$ cat config.mk
export PLATFORM = sky130hd
export DESIGN_NAME = change_dispenser
export DESIGN_NICKNAME = d
export VERILOG_FILES = /design/src/rtl/coffee_pkg.sv /design/src/rtl/coin_select.sv /design/src/rtl/change_dispenser.sv
export SDC_FILE = /design/constraint.sdc
export NUM_CORES = 1
export LEC_CHECK = 0
export CAP_MARGIN = 10
export CORE_MARGIN = 4
export CORE_UTILIZATION = 47
export CTS_BUF_LIST = sky130_fd_sc_hd__clkbuf_4
export CTS_CLUSTER_DIAMETER = 150
export DETAILED_ROUTE_END_ITERATION = 16
export PLACE_DENSITY = 0.8
export SLEW_MARGIN = 10
export SYNTH_ARGS = -nofsm -noshare
export SYNTH_HDL_FRONTEND = slang
export SYNTH_SLANG_ARGS = --single-unit
$ cat constraint.sdc
create_clock -name clk -period 2.6 [get_ports clk]
set_clock_uncertainty 0.15 [all_clocks]
set_input_delay 0.26 -clock clk [delete_from_list [all_inputs] [get_ports clk]]
set_output_delay 0.26 -clock clk [all_outputs]
set_load 0.02 [all_outputs]
$ cat src/rtl/coffee_pkg.sv
// Shared types and constants for the coffee vending datapath.
// The change dispenser uses the coin codes and its state enum from here.
package coffee_pkg;

   localparam int CUP_PRICE = 7;
   localparam int CHANGE_W  = 4;

   typedef enum logic [1:0] {
      COIN_NONE = 2'b00,
      COIN_1    = 2'b01,
      COIN_2    = 2'b10,
      COIN_3    = 2'b11
   } coin_t;

   typedef enum logic [1:0] {
      IDLE   = 2'b00,
      SELECT = 2'b01,
      OFFER  = 2'b10,
      FAULT  = 2'b11
   } disp_state_t;

   function automatic logic [CHANGE_W-1:0] coin_value(input coin_t c);
      case (c)
         COIN_1:  coin_value = 4'd1;
         COIN_2:  coin_value = 4'd2;
         COIN_3:  coin_value = 4'd3;
         default: coin_value = 4'd0;
      endcase
   endfunction

endpackage

$ cat src/rtl/coin_select.sv
// Greedy coin pick: largest denomination that fits the owed amount and
// whose tube still has coins.
module coin_select
   import coffee_pkg::*;
(
   input  logic [CHANGE_W-1:0] remaining,
   input  logic [2:0]          hopper_empty,
   output coin_t               coin,
   output logic                found
);

   always_comb begin
      coin  = COIN_NONE;
      found = 1'b0;
      if (remaining >= 4'd3 && !hopper_empty[2]) begin
         coin  = COIN_3;
         found = 1'b1;
      end else if (remaining >= 4'd2 && !hopper_empty[1]) begin
         coin  = COIN_2;
         found = 1'b1;
      end else if (remaining >= 4'd1 && !hopper_empty[0]) begin
         coin  = COIN_1;
         found = 1'b1;
      end
   end

endmodule

$ cat src/rtl/change_dispenser.sv
// Pays out change one coin at a time through a ready/valid hopper port,
// with a one-deep queue for requests that arrive mid-payout.
module change_dispenser
   import coffee_pkg::*;
(
   input  logic                clk,
   input  logic                reset,
   input  logic                dispense,
   input  logic [CHANGE_W-1:0] change,
   input  logic [2:0]          hopper_empty,
   input  logic                hopper_ready,
   output logic [1:0]          coin_out,
   output logic                coin_out_valid,
   output logic                busy,
   output logic                short_change,
   output logic [CHANGE_W-1:0] short_amount,
   output logic                overflow
);

   disp_state_t         state, state_n;
   logic [CHANGE_W-1:0] remaining, remaining_n;
   logic [CHANGE_W-1:0] pending, pending_n;
   logic                pend_vld, pend_vld_n;
   logic                ovf, ovf_n;
   coin_t               coin_q, coin_n, sel_coin;
   logic                sel_found;
   logic [CHANGE_W-1:0] left;

   coin_select u_sel (
      .remaining    (remaining),
      .hopper_empty (hopper_empty),
      .coin         (sel_coin),
      .found        (sel_found)
   );

   always_comb begin
      state_n     = state;
      remaining_n = remaining;
      pending_n   = pending;
      pend_vld_n  = pend_vld;
      coin_n      = coin_q;
      ovf_n       = ovf;
      left        = remaining - coin_value(coin_q);

      case (state)
         IDLE: begin
            if (dispense && change != '0) begin
               remaining_n = change;
               state_n     = SELECT;
            end
         end
         SELECT: begin
            if (sel_found) begin
               coin_n  = sel_coin;
               state_n = OFFER;
            end else begin
               state_n = FAULT;
            end
         end
         OFFER: begin
            if (hopper_ready) begin
               if (left != '0) begin
                  remaining_n = left;
                  state_n     = SELECT;
               end else if (pend_vld) begin
                  remaining_n = pending;
                  pend_vld_n  = 1'b0;
                  state_n     = SELECT;
               end else begin
                  remaining_n = '0;
                  state_n     = IDLE;
               end
            end
         end
         FAULT: begin
            if (sel_found) state_n = SELECT;
         end
         default: state_n = IDLE;
      endcase

      // Checked against pend_vld_n so an entry freed this cycle is reused.
      if (state != IDLE && dispense && change != '0) begin
         if (!pend_vld_n) begin
            pending_n  = change;
            pend_vld_n = 1'b1;
         end else begin
            ovf_n = 1'b1;
         end
      end
   end

   always_ff @(posedge clk) begin
      if (reset) begin
         state     <= IDLE;
         remaining <= '0;
         pending   <= '0;
         pend_vld  <= 1'b0;
         coin_q    <= COIN_NONE;
         ovf       <= 1'b0;
      end else begin
         state     <= state_n;
         remaining <= remaining_n;
         pending   <= pending_n;
         pend_vld  <= pend_vld_n;
         coin_q    <= coin_n;
         ovf       <= ovf_n;
      end
   end

   assign coin_out_valid = (state == OFFER);
   assign coin_out       = coin_out_valid ? coin_q : COIN_NONE;
   assign short_change   = (state == FAULT);
   assign short_amount   = short_change ? remaining : '0;
   assign busy           = (state != IDLE) || pend_vld;
   assign overflow       = ovf;

endmodule

==> impl_metrics.env <==
export IMPL_status="finished clean"
export IMPL_areaGrowthSynthToFinish_pct=26.3
export IMPL_min_path_type="reg2reg"
export IMPL_synth_seq_cells=14
export IMPL_setup_viol=0
export IMPL_wire_per_inst_um=12.7
export IMPL_fin_crit_sh_pct=93.2
export IMPL_crit_type="reg2reg"
export IMPL_max_freq_mhz=412
export IMPL_crit_required_ns=2.65
export IMPL_multi_input_area_um2=628
export IMPL_finalHoldViolCount=0
export IMPL_clk_pin_slew_ns=0.08
export IMPL_ys_seq_area_share_pct=29.0
export IMPL_htreeDepth=1
export IMPL_p_leak_nw=0.441
export IMPL_cap_viol_max_count=0
export IMPL_synthesis_nets=144
export IMPL_die_area_um2=2850
export IMPL_cp_start_kind="register"
export IMPL_portBuffers=20
export IMPL_drt_wl_total_mm=2.21
export IMPL_maxSlewHeadroom_pct=68.3
export IMPL_io_pins=21
export IMPL_globalplace_congestion=0.842
export IMPL_ir_drop_mv=0.633
export IMPL_drt_iter0_drc=26
export IMPL_regArea_um2=280
export IMPL_grt_pass1_vias=894
export IMPL_hold_buffers=0
export IMPL_worst_skew_pair_late_latency_ns=0.28
export IMPL_track_usage_pct=16.9
export IMPL_yosysWarnings=0
export IMPL_timing_setup_tns_ns=0
export IMPL_route_vias_total=937
export IMPL_avgSynthCellArea_um2=7.68
export IMPL_cts_tree="done"
export IMPL_cts_buffer_depth=2
export IMPL_grt_pass1_wl_mm=3.62
export IMPL_fp_row_count=16
export IMPL_layout_nets=166
export IMPL_layout_commonest_cell="clkdlybuf4s50_1"
export IMPL_final_antenna_net_count=0
export IMPL_dp_hpwl_mm=1.78
export IMPL_endpoint_kind="register"
export IMPL_cts_num_sinks=14
export IMPL_layout_common_cells="clkdlybuf4s50_1, nand2_1, dfxtp_1, inv_1, nor2_1"
export IMPL_viasPerCell=5.39
export IMPL_initial_utilization_pct=49.3
export IMPL_finalCriticalPeriod_ns=2.42
export IMPL_n_antenna_cell=0
export IMPL_root_buffer="clkbuf_4"
export IMPL_grt_max_degree=12
export IMPL_fp_coreArea_um2=1960
export IMPL_syn_area_um2=967
export IMPL_critPathArrivalTime_ns=2.48
export IMPL_die_h_um=53.4
export IMPL_chipWidth_um=53.4
export IMPL_overflow=0
export IMPL_final_max_slew_violation_count=0
export IMPL_synthCells=126
export IMPL_fillerInstances=188
export IMPL_drive_gt1_share_pct=6.12
export IMPL_rsz0062_at_grt="no"
export IMPL_hold_slack_ns=0.321
export IMPL_drc=0
export IMPL_cp_max_fo=4
export IMPL_power_density_nw_per_um2=929
export IMPL_cts_buffers=3
export IMPL_synth_cell_types=36
export IMPL_antenna_found_initial=0
export IMPL_tightestPinTransition_ns=0.472
export IMPL_firstDrtPassIters=4
state kept, by name (all words and copies together), names as in the netlist:
signal,count
remaining,4
pend_vld,1
state,2
overflow,1
coin_q,2
pending,4
area by class of cell:
| class | count | share of cell area [%] |
|---|---|---|
| Clock inverter | 1 | 0.307 |
| Inverter | 10 | 3.07 |
| Clock buffer | 3 | 1.84 |
| Multi-Input combinational cell | 97 | 51.4 |
| Timing Repair Buffer | 22 | 17.6 |
| Tap cell | 27 | 2.77 |
| Sequential cell | 14 | 23.0 |
power breakdown:
part           switching (W)  internal (W)
combinational       0.000387      0.000276
sequential         0.0000712      0.000275
clock              0.0000696     0.0000556
total               0.000527      0.000607
logic make-up after synthesis:
kind of cell               after synthesis  share of synthesized area (%)
muxes                                    4                           4.14
AOI/OAI and AO/OA                       39                           26.9
buffers and inverters                   15                           6.21
xor gates and xnor gates                 1                          0.906
DFF                                     14                           29.0
and+or+nand+nor                         46                           23.0
adders and majority gates                7                           9.83
path summary, 6_finish.rpt:
path	end	slack, ns	from	cells past startpoint
min reg2reg	pending[2]$_SDFFE_PP0P_	0.32	pending[2]$_SDFFE_PP0P_	2
max	pending[3]$_SDFFE_PP0P_	0.18	remaining[0]$_SDFFE_PP0P_	8
max reg2reg	pending[3]$_SDFFE_PP0P_	0.18	remaining[0]$_SDFFE_PP0P_	8
min	pending[2]$_SDFFE_PP0P_	0.32	pending[2]$_SDFFE_PP0P_	2
per-stage QoR:
step	cells	utilization [%]	area [µm²]	setup WS, ns	total power (W)
after global placement	169	60.5	1190	0.186	0.000983
final	174	62.2	1220	0.176	0.00113
after floorplan	126	-	967	0.250	0.000828
after detailed placement	169	60.5	1190	0.0767	0.000996
after global routing	174	62.2	1220	0.0111	0.00123
after CTS	173	61.8	1210	0.0219	0.00113
routing by layer:
layer / vias up / routed length [µm] / track usage [%]
met2: 26 / 1030 / 30.2
met1: 424 / 1010 / 19.8
met5: - / 0 / 0
met3: 4 / 159 / 3.10
met4: 0 / 24 / 5.96
li1: 483 / - / -
critical path, stage by stage (launching register included):
cell	delay, ns
dfxtp_1	0.38
inv_1	0.10
ha_1	0.23
fa_1	0.38
xnor2_1	0.19
nand3_1	0.17
o41ai_2	0.26
and2b_2	0.26
mux2i_1	0.21
Yosys cell counts, drive strengths merged:
| cell | count | area (µm²) |
|---|---|---|
| buf | 1 | 7.51 |
| nor2 | 9 | 33.8 |
| o21ai | 10 | 50.1 |
| o31ai | 1 | 7.51 |
| inv | 10 | 37.5 |
| o21a | 3 | 22.5 |
| a22oi | 2 | 15.0 |
| a31oi | 2 | 12.5 |
| mux2i | 4 | 40.0 |
| clkbuf | 4 | 15.0 |
| a32oi | 1 | 8.76 |
| nand3 | 3 | 15.0 |
| or3 | 1 | 6.26 |
| a311oi | 1 | 8.76 |
| nor2b | 3 | 18.8 |
| a21boi | 3 | 22.5 |
| nand2b | 1 | 6.26 |
| fa | 1 | 20.0 |
| xnor2 | 1 | 8.76 |
| nor4 | 1 | 12.5 |
| nand2 | 18 | 67.6 |
| o31a | 1 | 8.76 |
| and2b | 1 | 7.51 |
| and2 | 5 | 31.3 |
| ha | 6 | 75.1 |
| o22ai | 1 | 6.26 |
| o2bb2ai | 1 | 8.76 |
| or2 | 1 | 6.26 |
| a211oi | 2 | 15.0 |
| dfxtp | 14 | 280 |
| nor3 | 1 | 5.00 |
| o41ai | 3 | 33.8 |
| nand4 | 2 | 12.5 |
| a21oi | 8 | 40.0 |
what timing repair did:
action,in CTS,in global routing
setup buffers,0,1
endpoints found under the setup margin,0,4
resized for setup,0,1
(Power assumes the default switching activity.)
